$ cat src/rtl/rv_int_pkg.sv
// Shared definitions for the interrupt controller and the core's trap logic.
package rv_int_pkg;

    // Interrupt handshake state
    typedef enum logic [1:0] {
        ST_IDLE    = 2'd0,
        ST_REQ     = 2'd1,
        ST_SERVICE = 2'd2
    } int_state_e;

    // Config register select values
    localparam logic CFG_SEL_EN   = 1'b0;
    localparam logic CFG_SEL_MODE = 1'b1;

    // Trap vector the core jumps to when it takes INT
    localparam logic [31:0] INT_VEC = 32'h0000000c;

endpackage

$ cat src/rtl/rv_int_prio_enc.sv
// Fixed-priority encoder: lowest set index wins.
module rv_int_prio_enc #(
    parameter int unsigned NSRC = 8,
    parameter int unsigned ID_W = 3
) (
    input  logic [NSRC-1:0] vec_i,
    output logic            valid_o,
    output logic [ID_W-1:0] id_o
);

    // Scan upward and keep the first hit
    always_comb begin
        valid_o = 1'b0;
        id_o    = '0;
        for (int unsigned i = 0; i < NSRC; i++) begin
            if (vec_i[i] && !valid_o) begin
                valid_o = 1'b1;
                id_o    = ID_W'(i);
            end
        end
    end

endmodule

$ cat src/rtl/rv_int_ctrl.sv
// Interrupt source controller: synchronise, latch, mask, prioritise and
// hand one request at a time to the core via the INT / ack / mret handshake.
module rv_int_ctrl
    import rv_int_pkg::*;
#(
    parameter int unsigned NSRC = 8,
    parameter int unsigned ID_W = 3
) (
    input  logic            clk,
    input  logic            rst,
    input  logic [NSRC-1:0] irq_src,
    input  logic            cfg_we,
    input  logic            cfg_sel,
    input  logic [NSRC-1:0] cfg_wdata,
    output logic [NSRC-1:0] cfg_rdata,
    input  logic            int_ack,
    input  logic            int_done,
    output logic            INT,
    output logic [ID_W-1:0] int_id,
    output logic [NSRC-1:0] pending,
    output logic            in_service
);

    logic [NSRC-1:0] s1_q, s2_q, s3_q;
    logic [NSRC-1:0] edge_q;
    logic [NSRC-1:0] enable_q, mode_q;
    logic [NSRC-1:0] pending_q, pending_d;
    logic [NSRC-1:0] clr;
    logic [NSRC-1:0] eligible;
    logic            win_valid;
    logic [ID_W-1:0] win_id;

    int_state_e      state_q, state_d;
    logic            int_req_q, int_req_d;
    logic [ID_W-1:0] int_id_q, int_id_d;
    logic            in_service_q, in_service_d;

    // Synchroniser chain plus registered rising-edge pulse; the pulse
    // register puts edge sources one cycle behind level sources.
    always_ff @(posedge clk) begin
        if (rst) begin
            s1_q   <= '0;
            s2_q   <= '0;
            s3_q   <= '0;
            edge_q <= '0;
        end else begin
            s1_q   <= irq_src;
            s2_q   <= s1_q;
            s3_q   <= s2_q;
            edge_q <= s2_q & ~s3_q;
        end
    end

    // Enable / mode configuration registers
    always_ff @(posedge clk) begin
        if (rst) begin
            enable_q <= '0;
            mode_q   <= '0;
        end else if (cfg_we) begin
            if (cfg_sel == CFG_SEL_MODE) begin
                mode_q <= cfg_wdata;
            end else begin
                enable_q <= cfg_wdata;
            end
        end
    end

    assign cfg_rdata = (cfg_sel == CFG_SEL_MODE) ? mode_q : enable_q;

    // Pending next state: edge bits latch (set beats claim-clear), level bits follow s2
    always_comb begin
        clr = '0;
        if (state_q == ST_REQ && int_ack) begin
            clr = NSRC'(1) << int_id_q;
        end
        pending_d = (mode_q & ((pending_q & ~clr) | edge_q)) | (~mode_q & s2_q);
    end

    // Pending register
    always_ff @(posedge clk) begin
        if (rst) begin
            pending_q <= '0;
        end else begin
            pending_q <= pending_d;
        end
    end

    assign eligible = pending_q & enable_q;

    rv_int_prio_enc #(
        .NSRC (NSRC),
        .ID_W (ID_W)
    ) u_prio (
        .vec_i   (eligible),
        .valid_o (win_valid),
        .id_o    (win_id)
    );

    // Handshake state and registered outputs
    always_ff @(posedge clk) begin
        if (rst) begin
            state_q      <= ST_IDLE;
            int_req_q    <= 1'b0;
            int_id_q     <= '0;
            in_service_q <= 1'b0;
        end else begin
            state_q      <= state_d;
            int_req_q    <= int_req_d;
            int_id_q     <= int_id_d;
            in_service_q <= in_service_d;
        end
    end

    // Next-state logic; ack wins over a simultaneous done or eligibility drop
    always_comb begin
        state_d      = state_q;
        int_req_d    = int_req_q;
        int_id_d     = int_id_q;
        in_service_d = in_service_q;
        unique case (state_q)
            ST_IDLE: begin
                int_req_d = win_valid;
                int_id_d  = win_id;
                if (win_valid) begin
                    state_d = ST_REQ;
                end
            end
            ST_REQ: begin
                if (int_ack) begin
                    int_req_d    = 1'b0;
                    in_service_d = 1'b1;
                    state_d      = ST_SERVICE;
                end else if (!win_valid) begin
                    int_req_d = 1'b0;
                    state_d   = ST_IDLE;
                end else begin
                    int_req_d = 1'b1;
                    int_id_d  = win_id;
                end
            end
            ST_SERVICE: begin
                int_req_d = 1'b0;
                if (int_done) begin
                    in_service_d = 1'b0;
                    state_d      = ST_IDLE;
                end
            end
            default: begin
                state_d      = ST_IDLE;
                int_req_d    = 1'b0;
                in_service_d = 1'b0;
            end
        endcase
    end

    assign INT        = int_req_q;
    assign int_id     = int_id_q;
    assign pending    = pending_q;
    assign in_service = in_service_q;

endmodule
$ cat config.mk
export PLATFORM = sky130hd
export DESIGN_NAME = rv_int_ctrl
export DESIGN_NICKNAME = d
export VERILOG_FILES = /design/src/rtl/rv_int_pkg.sv /design/src/rtl/rv_int_prio_enc.sv /design/src/rtl/rv_int_ctrl.sv
export SDC_FILE = /design/constraint.sdc
export NUM_CORES = 1
export LEC_CHECK = 0
export CORE_UTILIZATION = 45
export DETAILED_ROUTE_END_ITERATION = 6
export PLACE_DENSITY = 0.7
export SETUP_SLACK_MARGIN = 0.3
export SKIP_LAST_GASP = 1
export SYNTH_ARGS = -nofsm -noshare
export SYNTH_HDL_FRONTEND = slang
export SYNTH_HIERARCHICAL = 1
export SYNTH_SLANG_ARGS = --single-unit
$ cat constraint.sdc
create_clock -name clk -period 1.5 [get_ports clk]
set_clock_uncertainty 0.05 [all_clocks]
set_input_delay 0.15 -clock clk [delete_from_list [all_inputs] [get_ports clk]]
set_output_delay 0.15 -clock clk [all_outputs]
set_load 0.05 [all_outputs]
==> metrics, run 1 <==
CP Class=reg2reg; layout filler cell count=slightly above 400; first-pass GRT wire length=between 8000 and 9000 um; worst r2r src=pending[0]$_SDFF_PP0_; min-delay src=rst; Core ar.=~5100 um^2; Sw Share=between 20% and 30%; global route overflow=0; Logic pwr share=13.0%; Sequential Power Share=between 40% and 50%; HP Class=in2reg; period utilization=around 95%; Die X=75.41 um; worst flop-to-flop path endpoint=int_id[2]$_SDFFE_PP0P_; final setup vio count=0; Root Buffer Master=clkbuf_8; leakage power=between 1 and 1.5 nW; Global Route Usage Sum=a little over 20%; hold slack=roughly 230 ps; number of cells on the worst reg-to-reg path=6; Peak Freq=just over 0.7 GHz; most common cell after layout, fill and taps aside=dfxtp_1; CP Capture Type=flip-flop; Final Hold Fails=0; initial antenna violation count=0; NetSw=between 800 and 900 uW; Max-cap violations=0; power density over the cells=around 1100 nW/um^2; total CTS buffers=9; synth warn=6; Peak VDD IR=roughly 0.00070 V; R2R setup slack=80 ps; Worst Path Required=1670 ps; post-route ant nets=0; vias in the first global route=approximately 1,700; Die Height=between 70 and 80 um; Synth Cell Area=between 2000 and 2500 um^2; total die area=5686 um^2; final WL=5226 um; DRT iter0 DRCs=93; depth of the worst hold-timing path=3; CTS tree=yes; GP Congestion=roughly 0.77; num rows=26; largest net degree at the start of global routing=a little under 60; clock share of power=around two fifths; Antenna diodes=0; IO Pins=between 40 and 50; share of cells above drive strength 1=38.89%; Final Max Slew Viols=0; DRC=0; Design Area, Final=about 3500 um^2; Slew HR=approximately 76%; Place WS=-54.44 ps; # H-tree levels=3; WHS Endpoint=s2_q[0]$_SDFF_PP0_; Syn Area/Cell=slightly above 10 um^2; vias per cell=4.960; Starting Density=a little under half; Final min period=about 1400 ps; status=completed; Placed Area=2973 um^2; CTS Buffer Depth=2; Crit Path Max Fanout=4; first-pass detailed-route iteration total=4; clock sinks=63; RSZ-0062 raised after global routing=yes; Vias=about 1,900; slew at the pin with the worst max-slew slack=roughly 360 ps; Internal=2.780 mW; Post-Syn Nets=about 260; hold buffer count at cts=0; Nets=around 320; CTS clk-pin slew, worst paths=60 ps; Worst Path Arrival=about 1600 ps; Post-DP HPWL=approximately 3200 um; Clock Latency Late Sink=roughly 340 ps; final core occ=between 60% and 70%; sequential share of the synthesized area=between 50 and 60%; post-route setup TNS=0 ps; worst setup margin=between 80 and 90 ps; type of origin of the critical path=flip-flop; Post-Synthesis Cells=approximately 240; port bufs=42; Yosys cell types=28; synthesis-stage register bit count=63; Avg WL per Cell=13.90 um; Syn-to-layout area delta=43.40%; commonest non-fill, non-tap cells in the layout=34 x dfxtp_1, 32 x nor2b_1, 30 x buf_4
[flip-flops by register name, indices dropped and copies added (netlist names)]
signal / flops
s2_q: 8
in_service: 1
INT: 1
enable_q: 8
s1_q: 8
mode_q: 8
state_q: 2
s3_q: 8
edge_q: 8
pending: 8
int_id: 3
[stage by stage]
stage,std cells,total power [mW]
after floorplan,235,2.061
after global placement,345,2.209
after detailed placement,345,2.213
after CTS,372,3.691
after global routing,376,3.834
final,376,3.665
[how the worst max path moves through the flow]
stage	start	end	slack (ps)	depth (start not counted)
CTS	enable_q[7]$_SDFFE_PP0P_	int_id[0]$_SDFFE_PP0P_	110	6
detailed placement	cfg_sel	cfg_rdata[0]	-50	4
floorplan	pending[7]$_SDFF_PP0_	int_id[1]$_SDFFE_PP0P_	110	6
finish	pending[0]$_SDFF_PP0_	int_id[2]$_SDFFE_PP0P_	80	6
global route	pending[0]$_SDFF_PP0_	int_id[0]$_SDFFE_PP0P_	-20	6
global placement	cfg_sel	cfg_rdata[0]	-50	4
[critical path, stage by stage, from the launching register on]
cell and delay, ps:
dfxtp_4 350, and2_1 200, nor2_1 230, nand3_2 130
nand2b_1 140, a21oi_4 90, mux2i_1 120
[power by group through the flow]
stage / clock network, mW / logic [mW] / registers [mW]
3_5_place_dp: 0 / 0.394 / 1.82
5_1_grt: 1.54 / 0.507 / 1.79
6_report: 1.41 / 0.475 / 1.78
4_1_cts: 1.46 / 0.454 / 1.78
2_1_floorplan: 0 / 0.208 / 1.85
3_3_place_gp: 0 / 0.392 / 1.82
[layer usage]
metal  part of all wire, %  up-vias  wire [um]  GRT usage (%)
met1                    41      868       2118          23.15
met2                    51       42       2647          33.63
li1                      -      945          -              -
met4                   2.4        0        124          9.259
met3                   6.4       10        336          8.730
met5                     0        -          0              0
[logic make-up after synthesis]
logic type | after synthesis | synth area share, %
and+or+nand+nor | 113 | 27.45
buffers and inverters | 13 | 2.632
AOI/OAI and AO/OA | 27 | 9.649
DFF | 63 | 52.01
muxes | 19 | 8.256
[area by class of cell]
cell class                      instances  area [um^2]  area share, %
Sequential cell                        63         1318          37.89
Multi-Input combinational cell        159         1201          34.54
Timing Repair Buffer                   65        669.4          19.25
Clock buffer                           12        145.1          4.174
Tap cell                               70        87.58          2.519
Clock inverter                          4        45.04          1.295
Inverter                                3        11.26         0.3239
[synthesized netlist by cell type, drive strengths merged]
| cell | n | area share, % |
|---|---|---|
| a2111oi | 8 | 5.5 |
| a21boi | 1 | 0.31 |
| a21oi | 15 | 3.1 |
| and2 | 8 | 2.1 |
| and3b | 1 | 0.36 |
| and4bb | 1 | 0.52 |
| buf | 8 | 1.9 |
| clkbuf | 2 | 0.31 |
| dfxtp | 63 | 52 |
| inv | 3 | 0.46 |
| mux2 | 8 | 3.7 |
| mux2i | 11 | 4.5 |
| nand2 | 13 | 2.0 |
| nand2b | 8 | 2.1 |
| nand3 | 9 | 1.9 |
| nand3b | 1 | 0.46 |
| nor2 | 23 | 4.0 |
| nor2b | 32 | 8.3 |
| nor3b | 11 | 3.4 |
| nor4 | 1 | 0.52 |
| nor4b | 2 | 0.72 |
| nor4bb | 3 | 1.2 |
| o21ai | 2 | 0.41 |
| o41ai | 1 | 0.36 |
[repair_timing]
item	in CTS	in global routing
pin swaps	2	3
buffers inserted	10	4
gates cloned	1	0
setup endpoints to repair	19	22
gates resized for setup	36	20
Note: power is estimated with default switching activity, not from simulation.
==> run 2, diff against run 1 <==
Settings changed: GPL_TIMING_DRIVEN set to 0.
==> metrics, run 2 (same netlist as run 1, synthesis figures left out) <==
CP Capture Type=flip-flop (unchanged); Final min period=1402 ps (was 1419 ps); CTS clk-pin slew, worst paths=70 ps (was 60 ps); R2R setup slack=100 ps (was 80 ps); Clock Latency Late Sink=340 ps (about the same); DRT iter0 DRCs=45 (was 93); Nets=320 (was 323); Worst Setup SP=enable_q[7]$_SDFFE_PP0P_ (was pending[0]$_SDFF_PP0_); post-route ant nets=0 (unchanged); final WL=5530 um (was 5226 um); commonest non-fill, non-tap cells in the layout=36 x dfxtp_1, 32 x nor2b_1, 21 x nor2_1 (was 34 x dfxtp_1, 32 x nor2b_1, 30 x buf_4); Peak VDD IR=0.0008663 V (was 0.0006984 V); power density over the cells=1079 nW/um^2 (was 1054 nW/um^2); hold buffer count at cts=0 (unchanged); CTS tree=yes (unchanged); hold slack=129.8 ps (was 226.2 ps); Vias=1,877 (was 1,865); Critical Path, Cell by Cell=and2_4 > nor4_4 > nand3_2 > nand2b_1 > a21oi_4 > mux2i_1 (was and2_1 > nor2_1 > nand3_2 > nand2b_1 > a21oi_4 > mux2i_1); first-pass detailed-route iteration total=4 (unchanged); total CTS buffers=9 (unchanged); Core ar.=5140 um^2 (unchanged); period utilization=93.47% (was 94.58%); vias per cell=5.032 (was 4.960); Slew HR=61.03% (was 75.95%); Avg WL per Cell=14.83 um (was 13.90 um); Final Max Slew Viols=0 (unchanged); clock sinks=63 (unchanged); share of cells above drive strength 1=36.96% (was 38.89%); worst r2r src=enable_q[7]$_SDFFE_PP0P_ (was pending[0]$_SDFF_PP0_); Die X=75.41 um (unchanged); worst flop-to-flop path endpoint=int_id[0]$_SDFFE_PP0P_ (was int_id[2]$_SDFFE_PP0P_); Crit path max-delay family=simple AND/OR/NAND/NOR gates (unchanged); Root Buffer Master=clkbuf_8 (unchanged); status=completed (unchanged); Starting Density=47.18% (unchanged); Final Hold Fails=0 (unchanged); largest net degree at the start of global routing=11 (was 58); port bufs=39 (was 42); num rows=26 (unchanged); Max-cap violations=0 (unchanged); DRC=0 (unchanged); Max stage delay on crit path=330 ps (was 350 ps); Peak Freq=0.7133 GHz (was 0.7049 GHz); initial antenna violation count=0 (unchanged); type of origin of the critical path=flip-flop (unchanged); depth of the worst hold-timing path=3 (unchanged); CP Class=reg2reg (unchanged); Syn-to-layout area delta=40.56% (was 43.40%); min-delay src=cfg_we (was rst); RSZ-0062 raised after global routing=yes (unchanged); Antenna diodes=0 (unchanged); WHS Endpoint=mode_q[6]$_SDFFE_PP0P_ (was s2_q[0]$_SDFF_PP0_); placed cells=344 (was 345); Worst Path Arrival=1580 ps (was 1590 ps); HP Class=in2reg (unchanged); slowest cell on the critical path=dfxtp_2 (was dfxtp_4); first-pass GRT wire length=8963 um (was 8300 um); Worst Path Required=1680 ps (was 1670 ps); Post-DP HPWL=3593 um (was 3154 um); Global Route Usage Sum=22.41% (was 20.46%); layout filler cell count=441 (was 405); # H-tree levels=3 (unchanged); worst path buffer plus inverter count=0 (unchanged); slew at the pin with the worst max-slew slack=584.5 ps (was 355.9 ps); total die area=5686 um^2 (unchanged); GP Congestion=0.8014 (was 0.7708); IO Pins=43 (unchanged); most common cell after layout, fill and taps aside=dfxtp_1 (unchanged); vias in the first global route=1,850 (was 1,734); final std cells w/o fill=373 (was 376); leakage power=1.405 nW (was 1.445 nW); number of cells on the worst reg-to-reg path=6 (unchanged); final setup vio count=0 (unchanged); Die Height=75.41 um (unchanged); Crit Path Max Fanout=3 (was 4); CTS Buffer Depth=2 (unchanged); global route overflow=0 (unchanged)
## run 2: layer usage
layer / vias to the layer above / GRT usage (%) / wire [um]
met2: 42 / 36.41 / 2694
li1: 934 / - / -
met3: 12 / 7.407 / 229
met1: 889 / 26.68 / 2517
met4: 0 / 11.11 / 89
met5: - / 0 / 0
## run 2: per-stage QoR
step           power (mW)  utilization, %  setup slack [ps]  setup TNS (ps)  area, um^2
2_1_floorplan       2.061               -             111.3               0        2465
3_3_place_gp        2.204           57.25            -320.3           -1052        2943
3_5_place_dp        2.211           57.25            -330.1           -1150        2943
4_1_cts             3.670           63.29             106.8               0        3253
5_1_grt             3.816           66.31             22.59               0        3408
6_report            3.679           66.31             98.00               0        3408
## run 2: worst max path at each step
stage	slack [ps]	endpoint	depth (start not counted)
2_1_floorplan	110	int_id[1]$_SDFFE_PP0P_	6
3_3_place_gp	-320	cfg_rdata[6]	4
3_5_place_dp	-330	cfg_rdata[5]	4
4_1_cts	110	cfg_rdata[0]	2
5_1_grt	20	int_id[1]$_SDFFE_PP0P_	6
6_report	100	int_id[0]$_SDFFE_PP0P_	6
## run 2: what timing repair did
item	4_1_cts	5_1_grt
buffers inserted	9	4
endpoints found under the setup margin	34	20
endpoints found under the hold margin	0	0
gates resized for setup	153	29
pin swaps	2	1
## run 2: final cells by class
class | instances | area [um^2] | share of cell area, %
Multi-Input combinational cell | 159 | 1242 | 36.45
Sequential cell | 63 | 1318 | 38.66
Clock buffer | 12 | 145.1 | 4.258
Inverter | 3 | 11.26 | 0.3304
Clock inverter | 4 | 45.04 | 1.322
Tap cell | 70 | 87.58 | 2.570
Timing Repair Buffer | 52 | 504.2 | 14.79
Buffer | 10 | 55.05 | 1.615
## run 2: power breakdown
group / internal [mW] / switching [mW] / total, mW
logic: 0.209 / 0.244 / 0.453
registers: 1.74 / 0.0418 / 1.78
clock network: 0.805 / 0.643 / 1.45
## run 2: worst reg2reg max path: stages (launching register included)
cell and delay (ps):
dfxtp_2 330, and2_4 170, nor4_4 300, nand3_2 110, nand2b_1 130, a21oi_4 80
mux2i_1 120
==> run 3, diff against run 2 <==
Settings changed: PLACE_DENSITY 0.7 to 0.68.
==> metrics, run 3 (same netlist as run 1, synthesis figures left out) <==
status=completed (unchanged); R2R setup slack=60 ps (was 100 ps); layout filler cell count=448 (was 441); clock sinks=63 (unchanged); post-route setup TNS=0 ps (unchanged); Worst Path Arrival=1610 ps (was 1580 ps); total CTS buffers=9 (unchanged); worst flop-to-flop path endpoint=int_id[2]$_SDFFE_PP0P_ (was int_id[0]$_SDFFE_PP0P_); first-pass GRT wire length=8190 um (was 8963 um); total die area=5686 um^2 (unchanged); post-route ant nets=0 (unchanged); Final Hold Fails=0 (unchanged); Post-DP HPWL=3549 um (was 3593 um); Final min period=1438 ps (was 1402 ps); vias per cell=4.909 (was 5.032); Die X=75.41 um (unchanged); area of the multi-input gates=1175 um^2 (was 1242 um^2); Clock Latency Late Sink=340 ps (about the same); final setup vio count=0 (unchanged); Syn-to-layout area delta=37.41% (was 40.56%); Slew HR=62.36% (was 61.03%); leakage power=1.392 nW (was 1.405 nW); Peak Freq=0.6953 GHz (was 0.7133 GHz); period utilization=95.88% (was 93.47%); first-pass detailed-route iteration total=4 (unchanged); Avg WL per Cell=14.19 um (was 14.83 um); Vias=1,831 (was 1,877); CP endpoint=int_id[2]$_SDFFE_PP0P_ (was int_id[0]$_SDFFE_PP0P_); Max stage delay on crit path=350 ps (was 330 ps); Nets=320 (unchanged); Antenna diodes=0 (unchanged); CP Class=reg2reg (unchanged); final WL=5294 um (was 5530 um); number of cells on the worst reg-to-reg path=6 (unchanged); Max-cap violations=0 (unchanged); Die Height=75.41 um (unchanged); worst r2r src=pending[6]$_SDFF_PP0_ (was enable_q[7]$_SDFFE_PP0P_); port bufs=39 (unchanged); Core ar.=5140 um^2 (unchanged); CP Capture Type=flip-flop (unchanged); CTS clk-pin slew, worst paths=70 ps (about the same); Critical Path, Cell by Cell=and2_4 > nor4_4 > nand3_2 > nand2b_4 > a21oi_4 > mux2i_1 (was and2_4 > nor4_4 > nand3_2 > nand2b_1 > a21oi_4 > mux2i_1); largest net degree at the start of global routing=12 (was 11); initial antenna violation count=0 (unchanged); Worst Setup SP=pending[6]$_SDFF_PP0_ (was enable_q[7]$_SDFFE_PP0P_); vias in the first global route=1,727 (was 1,850); slowest cell on the critical path=dfxtp_4 (was dfxtp_2); DRC=0 (unchanged); power density over the cells=1136 nW/um^2 (was 1079 nW/um^2); Root Buffer Master=clkbuf_8 (unchanged); CTS tree=yes (unchanged); total power draw=3.785 mW (was 3.679 mW); share of cells above drive strength 1=36.96% (unchanged); Seq. cell area=1316 um^2 (was 1318 um^2); DRT iter0 DRCs=75 (was 45); CTS Buffer Depth=2 (unchanged); Global Route Usage Sum=20.70% (was 22.41%); GP Congestion=0.8353 (was 0.8014); Worst Path Required=1670 ps (was 1680 ps); most common cell after layout, fill and taps aside=dfxtp_1 (unchanged); commonest non-fill, non-tap cells in the layout=35 x dfxtp_1, 32 x nor2b_1, 21 x nor2_1 (was 36 x dfxtp_1, 32 x nor2b_1, 21 x nor2_1); slew at the pin with the worst max-slew slack=564.6 ps (was 584.5 ps); HP Class=in2reg (unchanged); Crit Path Max Fanout=3 (unchanged); IO Pins=43 (unchanged); num rows=26 (unchanged); Starting Density=47.18% (unchanged); type of origin of the critical path=flip-flop (unchanged); Peak VDD IR=0.0008286 V (was 0.0008663 V); Final Max Slew Viols=0 (unchanged); global route overflow=0 (unchanged); RSZ-0062 raised after global routing=yes (unchanged); # H-tree levels=3 (unchanged)
[run 3: worst min path at each step]
stage	startpoint	slack (ps)	end	depth (start not counted)
floorplan	int_ack	190	INT$_SDFF_PP0_	1
global placement	s3_q[4]$_SDFF_PP0_	320	edge_q[4]$_SDFF_PP0_	1
detailed placement	s3_q[2]$_SDFF_PP0_	330	edge_q[2]$_SDFF_PP0_	1
CTS	cfg_we	110	mode_q[3]$_SDFFE_PP0P_	3
global route	rst	110	s2_q[0]$_SDFF_PP0_	2
finish	rst	110	s2_q[0]$_SDFF_PP0_	2
[run 3: layer usage]
layer	part of all wire, %	vias to the layer above	GRT usage, %
met5	0	-	0
met2	52	35	36.81
li1	-	933	-
met4	1.2	0	7.613
met1	41	854	22.05
met3	5.1	9	8.466
[run 3: stage by stage]
| stage | setup slack, ps | instances | hold WS [ps] | instance area [um^2] | utilization, % |
|---|---|---|---|---|---|
| after floorplan | 111.3 | 235 | 192.9 | 2465 | - |
| after global placement | -330.5 | 344 | 319.4 | 2943 | 57.25 |
| after detailed placement | -324.0 | 344 | 325.3 | 2943 | 57.25 |
| after CTS | 69.22 | 369 | 107.4 | 3257 | 63.36 |
| after global routing | 9.381 | 373 | 112.1 | 3332 | 64.82 |
| final | 61.81 | 373 | 113.3 | 3332 | 64.82 |
[run 3: timing repair]
item                                    4_1_cts  5_1_grt
gates cloned                                  0        0
pin swaps                                     3        5
buffers inserted                              9        4
hold buffers                                  0        0
endpoints found under the setup margin       34       23
gates resized for setup                     146       19
[run 3: layout make-up]
type                       instances  area share, %
inverter                           3         0.3380
clock inverter                     6          2.554
clock buffer                      10          3.830
multi-input combinational        159          35.26
timing repair buffer              52          14.23
sequential                        63          39.50
buffer                            10          1.652
tap                               70          2.629
[run 3: worst max-delay path: cells and delay by family, from the launching register on]
kind	cells	cell delay [ps]
simple gates	4	720
mux	1	130
compound gates	1	70
flops	1	350
[run 3: report_power, final]
part	total, mW	switching, mW	internal, mW
clock network	1.57	0.639	0.929
logic	0.441	0.238	0.203
registers	1.78	0.0388	1.74
total	3.79	0.916	2.87
